### src/rtl/simon_pkg.sv
// ---------------------------------------------------------------------------
// simon_pkg
// Shared definitions for the Simon-style game background sequencer:
//   - seq_state_t : playback FSM state encoding (IDLE / ON / OFF)
//   - BG_DARK     : background select value for "no pad lit"
//   - BG_LIT_BASE : background select value for pad 0; pad n is BG_LIT_BASE+n
//   - MAX_LEN     : default sequence memory depth in steps
//   - clamp_len() : limits a requested sequence length to the memory depth
// ---------------------------------------------------------------------------
package simon_pkg;

   localparam int MAX_LEN = 16;

   localparam logic [2:0] BG_DARK     = 3'd0;
   localparam logic [2:0] BG_LIT_BASE = 3'd1;

   typedef enum logic [1:0] {
      ST_IDLE = 2'd0,
      ST_ON   = 2'd1,
      ST_OFF  = 2'd2
   } seq_state_t;

   // Requests longer than the memory would replay stale/unwritten steps,
   // so they are cut down to the memory depth.
   function automatic logic [4:0] clamp_len(input logic [4:0] req, input int unsigned cap);
      if (32'(req) > cap) begin
         return 5'(cap);
      end
      return req;
   endfunction

endpackage

### src/rtl/bg_sequencer_tick_timer.sv
// ---------------------------------------------------------------------------
// tick_timer
// Frame-tick down-counter. A load sets the count to load_val (the number of
// ticks still to wait minus one). Each frame tick decrements the count; the
// tick that arrives while the count is already zero is the expiry tick.
// A load on the same edge as a tick wins, so that tick is not counted.
//
// Ports
//   clk       in   clock
//   rst_n     in   asynchronous active-low reset (count -> 0)
//   load      in   reload the counter this edge
//   load_val  in   value loaded (ticks-1)
//   tick      in   frame tick strobe
//   expire    out  combinational: tick present and count exhausted
// ---------------------------------------------------------------------------
module tick_timer (
   input  logic       clk,
   input  logic       rst_n,
   input  logic       load,
   input  logic [7:0] load_val,
   input  logic       tick,
   output logic       expire
);

   logic [7:0] count;

   assign expire = tick && (count == 8'd0);

   always_ff @(posedge clk or negedge rst_n) begin
      if (!rst_n) begin
         count <= 8'd0;
      end else if (load) begin
         count <= load_val;
      end else if (tick && (count != 8'd0)) begin
         count <= count - 8'd1;
      end
   end

endmodule

### src/rtl/bg_sequencer.sv
// ---------------------------------------------------------------------------
// bg_sequencer
// Plays back a stored sequence of pad colours on the background select.
// Each step is lit for ON_TICKS frame ticks followed by OFF_TICKS dark ticks.
// The sequence memory is written only while idle; it keeps its contents
// through reset.
//
// Ports
//   clk        in   clock, all state changes on the rising edge
//   rst_n      in   asynchronous active-low reset
//   frame_tick in   one-clk pulse per video frame (timing base)
//   wr_en      in   sequence memory write strobe (accepted only while idle)
//   wr_addr    in   step index written
//   wr_data    in   pad colour 0..3
//   seq_len    in   number of steps to play, sampled on start
//   start      in   one-clk playback request (ignored while busy or len 0)
//   abort      in   one-clk cancel request
//   bg         out  0 = dark, 1..4 = pad 0..3 lit (registered)
//   busy       out  playback in progress (registered)
//   done       out  one-clk pulse on normal completion (registered)
//   step_idx   out  step currently shown (registered)
// ---------------------------------------------------------------------------
module bg_sequencer
   import simon_pkg::*;
#(
   parameter int MAX_LEN   = simon_pkg::MAX_LEN,
   parameter int ON_TICKS  = 30,
   parameter int OFF_TICKS = 15
) (
   input  logic       clk,
   input  logic       rst_n,
   input  logic       frame_tick,
   input  logic       wr_en,
   input  logic [3:0] wr_addr,
   input  logic [1:0] wr_data,
   input  logic [4:0] seq_len,
   input  logic       start,
   input  logic       abort,
   output logic [2:0] bg,
   output logic       busy,
   output logic       done,
   output logic [3:0] step_idx
);

   localparam logic [7:0] ON_LOAD  = 8'(ON_TICKS - 1);
   localparam logic [7:0] OFF_LOAD = 8'(OFF_TICKS - 1);

   logic [1:0]  mem [MAX_LEN];

   seq_state_t  state;
   seq_state_t  state_n;
   logic [4:0]  len;
   logic [4:0]  len_n;
   logic [3:0]  step_n;
   logic [2:0]  bg_n;
   logic        done_n;
   logic [1:0]  color_n;
   logic        wr_ok;

   logic        tmr_load;
   logic [7:0]  tmr_val;
   logic        tmr_expire;

   // Writes are dropped during playback so the sequence being shown
   // cannot change underneath it.
   assign wr_ok = wr_en && !busy && (32'(wr_addr) < MAX_LEN);

   // Sequence memory: deliberately outside the reset domain.
   always_ff @(posedge clk) begin
      if (wr_ok) begin
         mem[wr_addr] <= wr_data;
      end
   end

   // Colour of the step about to be shown. A write landing on the same edge
   // as start is forwarded so step 0 shows the new value immediately.
   always_comb begin
      color_n = mem[step_n];
      if (wr_ok && (wr_addr == step_n)) begin
         color_n = wr_data;
      end
   end

   // Next-state logic. abort is checked before timer expiry so a cancel
   // always wins over a coincident phase change or completion.
   always_comb begin
      state_n  = state;
      len_n    = len;
      step_n   = step_idx;
      done_n   = 1'b0;
      tmr_load = 1'b0;

      unique case (state)
         ST_IDLE: begin
            if (start && (seq_len != 5'd0)) begin
               state_n  = ST_ON;
               len_n    = clamp_len(seq_len, MAX_LEN);
               step_n   = 4'd0;
               tmr_load = 1'b1;
            end
         end

         ST_ON: begin
            if (abort) begin
               state_n  = ST_IDLE;
               step_n   = 4'd0;
               tmr_load = 1'b1;
            end else if (tmr_expire) begin
               state_n  = ST_OFF;
               tmr_load = 1'b1;
            end
         end

         ST_OFF: begin
            if (abort) begin
               state_n  = ST_IDLE;
               step_n   = 4'd0;
               tmr_load = 1'b1;
            end else if (tmr_expire) begin
               tmr_load = 1'b1;
               if ({1'b0, step_idx} == (len - 5'd1)) begin
                  state_n = ST_IDLE;
                  step_n  = 4'd0;
                  done_n  = 1'b1;
               end else begin
                  state_n = ST_ON;
                  step_n  = step_idx + 4'd1;
               end
            end
         end

         default: begin
            state_n  = ST_IDLE;
            step_n   = 4'd0;
            tmr_load = 1'b1;
         end
      endcase
   end

   // Output and timer reload values follow the state being entered, which
   // keeps bg/busy aligned with the state register.
   always_comb begin
      bg_n    = BG_DARK;
      tmr_val = 8'd0;
      case (state_n)
         ST_ON: begin
            bg_n    = BG_LIT_BASE + {1'b0, color_n};
            tmr_val = ON_LOAD;
         end
         ST_OFF: begin
            tmr_val = OFF_LOAD;
         end
         default: begin
            bg_n    = BG_DARK;
            tmr_val = 8'd0;
         end
      endcase
   end

   always_ff @(posedge clk or negedge rst_n) begin
      if (!rst_n) begin
         state    <= ST_IDLE;
         len      <= 5'd0;
         step_idx <= 4'd0;
         bg       <= BG_DARK;
         busy     <= 1'b0;
         done     <= 1'b0;
      end else begin
         state    <= state_n;
         len      <= len_n;
         step_idx <= step_n;
         bg       <= bg_n;
         busy     <= (state_n != ST_IDLE);
         done     <= done_n;
      end
   end

   tick_timer u_tick_timer (
      .clk      (clk),
      .rst_n    (rst_n),
      .load     (tmr_load),
      .load_val (tmr_val),
      .tick     (frame_tick),
      .expire   (tmr_expire)
   );

endmodule
### config.mk
export PLATFORM = sky130hd
export DESIGN_NAME = bg_sequencer
export DESIGN_NICKNAME = d
export VERILOG_FILES = /design/src/rtl/simon_pkg.sv /design/src/rtl/bg_sequencer_tick_timer.sv /design/src/rtl/bg_sequencer.sv
export SDC_FILE = /design/constraint.sdc
export NUM_CORES = 1
export LEC_CHECK = 0
export BUFFER_PORTS_ARGS = -buffer_cell sky130_fd_sc_hd__buf_2
export CAP_MARGIN = 15
export CORE_MARGIN = 2
export CORE_UTILIZATION = 59
export DETAILED_ROUTE_END_ITERATION = 8
export PLACE_DENSITY = 0.86
export SYNTH_ARGS = -nofsm -noshare
export SYNTH_HDL_FRONTEND = slang
export SYNTH_SLANG_ARGS = --single-unit
### constraint.sdc
create_clock -name clk -period 3.5 [get_ports clk]
set_input_delay 0.525 -clock clk [delete_from_list [all_inputs] [get_ports clk]]
set_output_delay 0.525 -clock clk [all_outputs]
set_load 0.03 [all_outputs]
==> results of run 1 <==
[timing repair]
item,CTS,global route
setup buffers,0,3
resized for setup,0,5
endpoints found under the setup margin,0,2
[routing by layer]
layer | up-vias | track usage [%] | wire (um) | share of wire, %
met5 | - | 0 | 0 | 0
met4 | 0 | 6.43 | 70 | 1.2
met3 | 5 | 4.50 | 386 | 6.5
met2 | 77 | 36.0 | 2740 | 46
met1 | 1064 | 33.0 | 2710 | 46
li1 | 1049 | - | - | -
[final cells by class]
class / count / area [um2] / share of cell area (%)
clock inverter: 3 / 23.8 / 0.699
timing repair buffer: 35 / 200 / 5.88
clock buffer: 5 / 68.8 / 2.02
sequential: 56 / 1560 / 45.9
multi-input combinational: 194 / 1410 / 41.3
tap: 70 / 87.6 / 2.57
inverter: 15 / 56.3 / 1.65
[metrics by stage]
step	cells	utilization (%)
global route	378	67.5
detailed placement	367	64.7
CTS	375	66.6
finish	378	67.5
global placement	367	64.7
floorplan	270	-
[logic make-up (layout without fill, tap and decap cells)]
| logic type | count (synthesis) | count (layout) |
|---|---|---|
| adders and majority gates | 11 | 11 |
| AOI/OAI and AO/OA | 51 | 51 |
| muxes | 16 | 16 |
| and+or+nand+nor | 98 | 98 |
| buffers and inverters | 20 | 58 |
| xor gates and xnor gates | 18 | 18 |
| DFF | 56 | 56 |
[power breakdown]
part | leakage [nW] | internal [mW] | total (mW) | switching [mW]
Clock | 0.0404 | 0.142 | 0.360 | 0.218
Combinational | 0.742 | 0.238 | 0.560 | 0.322
Sequential | 0.600 | 0.787 | 0.879 | 0.0922
[worst max-delay path: cells and delay by family, from the launching register on]
kind            cells  cell delay, ns
compound gates      6            1.51
fa+ha+maj           2            0.50
flops               1            0.45
buf+inv             2            0.30
simple gates        2            0.29
mux                 1            0.18
[cells in the mapped netlist, types with 3 or more instances]
cell type                  instances
sky130_fd_sc_hd__dfrtp_1          24
sky130_fd_sc_hd__nand2b_1          7
sky130_fd_sc_hd__nor2b_1           3
sky130_fd_sc_hd__mux2i_1          14
sky130_fd_sc_hd__nand3b_1          3
sky130_fd_sc_hd__xor2_1           10
sky130_fd_sc_hd__nand2_1          20
sky130_fd_sc_hd__a21oi_1           7
sky130_fd_sc_hd__o21ai_0          12
sky130_fd_sc_hd__nand3_1           5
sky130_fd_sc_hd__inv_1            14
sky130_fd_sc_hd__a21o_1            4
sky130_fd_sc_hd__nor2_1           26
sky130_fd_sc_hd__nor3_1           11
sky130_fd_sc_hd__and2_1            4
sky130_fd_sc_hd__o22ai_1           3
sky130_fd_sc_hd__ha_1             11
sky130_fd_sc_hd__xnor2_1           7
sky130_fd_sc_hd__edfxtp_1         32
[state kept, by name, summed over array words and instances, names as in the netlist]
signal	flops
u_tick_timer.count	8
mem	32
done	1
state	2
len	5
busy	1
step_idx	4
bg	3
[path summary, 6_finish.rpt]
| path | endpoint | from | depth (start not counted) |
|---|---|---|---|
| worst min register to register | len[1] | len[1] | 2 |
| worst min-delay path | len[2] | rst_n | 1 |
| min in group clk | len[1] | seq_len[1] | 3 |
| worst max-delay path | bg[1] | state[0] | 13 |
| max in group asynchronous | u_tick_timer.count[4] | rst_n | 1 |
| worst max register to register | bg[1] | state[0] | 13 |
==> metrics.md, run 1 <==
| Metric | Value |
|---|---|
| Floorplan row count | 26 |
| Setup total negative slack | 0 ns |
| Drt total wl | 5910 um |
| Layout Area Growth over Synthesis | 12.4% |
| Main combinational cell family by area after synthesis | simple AND/OR/NAND/NOR gates |
| Share of synthesized area spent on multiplexers | 5.37% |
| Remaining max-slew budget at the tightest pin | 65.8% |
| Antenna diode count | 0 |
| Kind of end point of the critical path | flop |
| Share of the synthesized area in the top cell type | 31.7% |
| Distinct cell type count after synthesis | 60 |
| Inserted Clock Buffers | 5 |
| Layout cell share with drive strength beyond 1 | 20.5% |
| Placer Congestion | 0.935 |
| Initial standard-cell utilization of the core | 60.0% |
| Ranking of synthesized cells by area | sky130_fd_sc_hd__edfxtp_1 32%, sky130_fd_sc_hd__dfrtp_1 20%, sky130_fd_sc_hd__mux2i_1 4.6% |
| Largest stage delay, worst path | 0.45 ns |
| Worst clock skew | 0.0154 ns |
| Final setup fails | 0 |
| TritonCTS clock tree | built |
| Seq cells post-synth | 56 |
| Average wire length per cell after detail routing | 15.6 um |
| Post-Syn Instances | 270 |
| Number of iterations in the first detailed-routing pass | 4 |
| Vias | 2,195 |
| Synthesis warning total | 0 |
| Number of input and output port buffers inserted | 25 |
| Leakage | 1.38 nW |
| Die Span X | 75.6 um |
| Total power | 1.80 mW |
| Crit path required time | 3.72 ns |
| Adder and majority gate portion of the synthesized area | 4.55% |
| Seq/Total Area, Yosys | 51.6% |
| Hold slack final | 0.163 ns |
| Setup slack of the critical path after layout | 0.159 ns |
| # H-tree levels | 2 |
| First DRT Iteration DRCs | 238 |
| Total grt overflow | 0 |
| Clock tree buffer depth | 2 |
| Pre-CTS worst setup slack | 0.154 ns |
| Final Hold Violating Endpoints | 0 |
| Most frequent cells in the layout | 32 x sky130_fd_sc_hd__edfxtp_1, 26 x sky130_fd_sc_hd__nor2_1, 25 x sky130_fd_sc_hd__buf_2, 24 x sky130_fd_sc_hd__dfrtp_1, 20 x sky130_fd_sc_hd__nand2_1 |
| Max Cap Violations | 0 |
| Syn_nets | 298 |
| Area fraction in compound gates after synthesis | 12.6% |
| Antenna-violating nets left | 0 |
| Data arrival time at the worst-slack endpoint | 3.56 ns |
| Post-Syn Area | 0.00303 mm2 |
| Final count of pins violating max slew | 0 |
| Share of the cycle needed by the critical path after routing | 95.5% |
| Power density over cell area | 529 mW/mm2 |
| Number of placed I/O pins | 26 |
| Run status | finished, final reports clean |
| Class of the worst hold path | input port to async pin |
| Vertical die dimension | 75.6 um |
| Worst vdd rail ir drop | 437 uV |
| Post-synthesis simple-gate area fraction | 17.7% |
| Critical path cell sequence | inv_1 -> ha_1 -> and2b_1 -> a311o_1 -> o21a_1 -> a211oi_4 -> buf_4 -> mux2i_1 -> o211ai_1 -> o22a_1 -> a31o_1 -> ha_1 -> and2_1 |
| Slew at the pin closest to its max-slew limit | 0.513 ns |
| Largest net degree at the start of global routing | 25 |
| Worst-path cell with the longest stage delay | sky130_fd_sc_hd__dfrtp_1 |
| Synth Area per Inst | 11.2 um2 |
| Post-DP HPWL | 4450 um |
| Full die area | 0.00572 mm2 |
| Type of origin of the critical path | flop |
| Number of synthesized flops with an enable pin | 32 |
| Final Critical Period | 3.34 ns |
| Number of hold buffers added after CTS | 0 |
| Vias in the first global route | 2,015 |
| Library cell occupying the most area in the post-synthesis netlist | sky130_fd_sc_hd__edfxtp_1 |
| Core ar. | 0.00504 mm2 |
| Average via count per standard cell | 5.81 |
| Number of clock sinks | 56 |
| Fraction of synthesis flops using an asynchronous set or reset pin | 42.9% |
| Largest fanout of any net on the critical path | 6 |
| XOR/XNOR share of the synthesized area | 5.46% |
| Final net count | 335 |
| Crit path kind | flop to flop |
| Clock Pin Slew Worst Setup and Hold Paths | 0.11 ns |
| Worst-case register-to-register setup slack | 0.16 ns |
| Maximum operating frequency | 299 MHz |
| DRC violations left | 0 |
| Most common cell after layout, fill and taps aside | sky130_fd_sc_hd__edfxtp_1 |
| Global-route wire length before repair | 9540 um |
| Number of antenna violations at the first check in global routing | 0 |
| Clock latency of the later-clocked register in the worst-skew pair | 0.32 ns |
| Cell at the root of the clock tree | sky130_fd_sc_hd__clkbuf_8 |
| Area post-placement | 0.00326 mm2 |
| Leading register cell type out of synthesis | sky130_fd_sc_hd__edfxtp_1 |
| Post-Layout Inst Area | 0.00340 mm2 |
| Number of filler cells placed in the layout | 391 |
| Total Routing Usage GR | 23.0% |
| Cell mode on critical path | sky130_fd_sc_hd__ha_1 |
Note: power is estimated with default switching activity, not from simulation.
==> inputs of run 2 (changes only) <==
--- a/config.mk
+++ b/config.mk
@@ -11,6 +11,7 @@
 export CORE_UTILIZATION = 59
 export DETAILED_ROUTE_END_ITERATION = 8
 export PLACE_DENSITY = 0.86
+export RECOVER_POWER = 50
 export SYNTH_ARGS = -nofsm -noshare
 export SYNTH_HDL_FRONTEND = slang
 export SYNTH_SLANG_ARGS = --single-unit
==> run 2 against run 1 <==
First-iteration DRC count increased by 25%. Global-route usage unchanged. Die area unchanged. Non-clock buffer count unchanged. Critical path depth unchanged. Sequential share of layout area increased by 0.10 points. Fmax about the same.
==> metrics.md, run 2 (same netlist as run 1, synthesis figures left out) <==
| Metric | Value |
|---|---|
| Cell at the root of the clock tree | sky130_fd_sc_hd__clkbuf_8 |
| Worst vdd rail ir drop | 437 uV |
| Power density over cell area | 530 mW/mm2 |
| Die Span X | 75.6 um |
| Reg with most FFs | mem |
| Largest fanout of any net on the critical path | 6 |
| Initial standard-cell utilization of the core | 60.0% |
| TritonCTS clock tree | built |
| Largest net degree at the start of global routing | 25 |
| DRC violations left | 0 |
| Antenna-violating nets left | 0 |
| Total Routing Usage GR | 23.0% |
| Post-Layout Inst Area | 0.00340 mm2 |
| Crit path required time | 3.72 ns |
| Run status | finished, final reports clean |
| Remaining max-slew budget at the tightest pin | 18.4% |
| Clock tree buffer depth | 2 |
| Class of the worst hold path | input port to async pin |
| Drt total wl | 5890 um |
| Final net count | 335 |
| Maximum operating frequency | 299 MHz |
| Final Hold Violating Endpoints | 0 |
| Number of placed I/O pins | 26 |
| Cells on worst reg2reg path | 13 |
| Vias in the first global route | 2,015 |
| Post-DP HPWL | 4450 um |
| Final setup fails | 0 |
| # H-tree levels | 2 |
| Number of antenna violations at the first check in global routing | 0 |
| Area used by multi-input combinational logic | 0.00141 mm2 |
| Final Critical Period | 3.34 ns |
| Number of clock sinks | 56 |
| Data arrival time at the worst-slack endpoint | 3.56 ns |
| Floorplan row count | 26 |
| Kind of end point of the critical path | flop |
| Antenna diode count | 0 |
| Layout cell share with drive strength beyond 1 | 18.5% |
| Number of standard cells in the final layout excluding fillers | 378 |
| Slew at the pin closest to its max-slew limit | 1.22 ns |
| Most common cell after layout, fill and taps aside | sky130_fd_sc_hd__edfxtp_1 |
| Placer Congestion | 0.935 |
| Total placed cells including tap cells | 367 |
| Number of iterations in the first detailed-routing pass | 4 |
| Clock Pin Slew Worst Setup and Hold Paths | 0.11 ns |
| Max Cap Violations | 0 |
| Inserted Clock Buffers | 5 |
| Type of origin of the critical path | flop |
| Area occupied by registers | 0.00156 mm2 |
| Leakage | 1.36 nW |
| Most frequent cells in the layout | 32 x sky130_fd_sc_hd__edfxtp_1, 26 x sky130_fd_sc_hd__nor2_1, 24 x sky130_fd_sc_hd__dfrtp_1, 20 x sky130_fd_sc_hd__nand2_1, 19 x sky130_fd_sc_hd__buf_2 |
| Area post-placement | 0.00326 mm2 |
| First DRT Iteration DRCs | 297 |
| Clock latency of the later-clocked register in the worst-skew pair | 0.32 ns |
| Vias | 2,192 |
| Final count of pins violating max slew | 0 |
| Global-route wire length before repair | 9540 um |
| Total power | 1.80 mW |
| Number of input and output port buffers inserted | 25 |
| Layout Area Growth over Synthesis | 12.2% |
| Max reg flops | 32 |
| Worst clock skew | 0.0149 ns |
| Vertical die dimension | 75.6 um |
| Full die area | 0.00572 mm2 |
| Largest registers | mem (32), u_tick_timer.count (8), len (5) |
| Crit path kind | flop to flop |
| Share of the cycle needed by the critical path after routing | 95.5% |
| Hold slack final | 0.435 ns |
| Core ar. | 0.00504 mm2 |
| Average via count per standard cell | 5.80 |
| Total grt overflow | 0 |
| Average wire length per cell after detail routing | 15.6 um |
| Number of filler cells placed in the layout | 395 |
## run 2: final timing paths
check,startpoint,end,slack [ns]
worst max-delay path,state[0],bg[1],0.16
worst min-delay path,rst_n,len[2],0.44
worst max register to register,state[0],bg[1],0.16
worst min register to register,len[1],len[1],0.54
max in group asynchronous,rst_n,u_tick_timer.count[4],2.33
min in group clk,seq_len[1],len[1],0.45
## run 2: metrics by stage
stage / utilization (%) / setup slack, ns / TNS (ns)
after floorplan: - / 0.304 / 0
final: 67.3 / 0.159 / 0
after detailed placement: 64.7 / 0.154 / 0
after CTS: 66.6 / 0.135 / 0
after global routing: 67.3 / -0.00972 / -0.00972
after global placement: 64.7 / 0.241 / 0
## run 2: layout make-up
class	instances	area share, %
Tap cell	70	2.58
Timing Repair Buffer	35	5.67
Clock buffer	5	2.03
Multi-Input combinational cell	194	41.4
Clock inverter	3	0.700
Sequential cell	56	46.0
Inverter	15	1.66
## run 2: timing repair
| item | 4_1_cts | 5_1_grt |
|---|---|---|
| endpoints found under the setup margin | 0 | 2 |
| buffers inserted | 0 | 3 |
| resized for setup | 0 | 5 |
| hold buffers | 0 | 0 |
## run 2: where the power goes
part | switching, mW | leakage, nW | internal [mW] | total, mW
combinational | 0.322 | 0.721 | 0.235 | 0.557
clock | 0.219 | 0.0404 | 0.142 | 0.361
sequential | 0.0924 | 0.600 | 0.787 | 0.880
total | 0.634 | 1.36 | 1.16 | 1.80
## run 2: metal layers
layer | global-route usage, % | wire length, um | up-vias
li1 | - | - | 1051
met1 | 33.0 | 2630 | 1054
met2 | 36.0 | 2740 | 82
met3 | 4.50 | 459 | 5
met4 | 6.43 | 70 | 0
met5 | 0 | 0 | -
## run 2: critical path, cell delays in order, from the launching register on
cell and delay, ns:
sky130_fd_sc_hd__dfrtp_1 0.45, sky130_fd_sc_hd__inv_1 0.09, sky130_fd_sc_hd__ha_1 0.24, sky130_fd_sc_hd__and2b_1 0.16, sky130_fd_sc_hd__a311o_1 0.33, sky130_fd_sc_hd__o21a_1 0.23, sky130_fd_sc_hd__a211oi_4 0.37, sky130_fd_sc_hd__buf_4 0.21
sky130_fd_sc_hd__mux2i_1 0.18, sky130_fd_sc_hd__o211ai_1 0.11, sky130_fd_sc_hd__o22a_1 0.25, sky130_fd_sc_hd__a31o_1 0.23, sky130_fd_sc_hd__ha_1 0.26, sky130_fd_sc_hd__and2_1 0.13
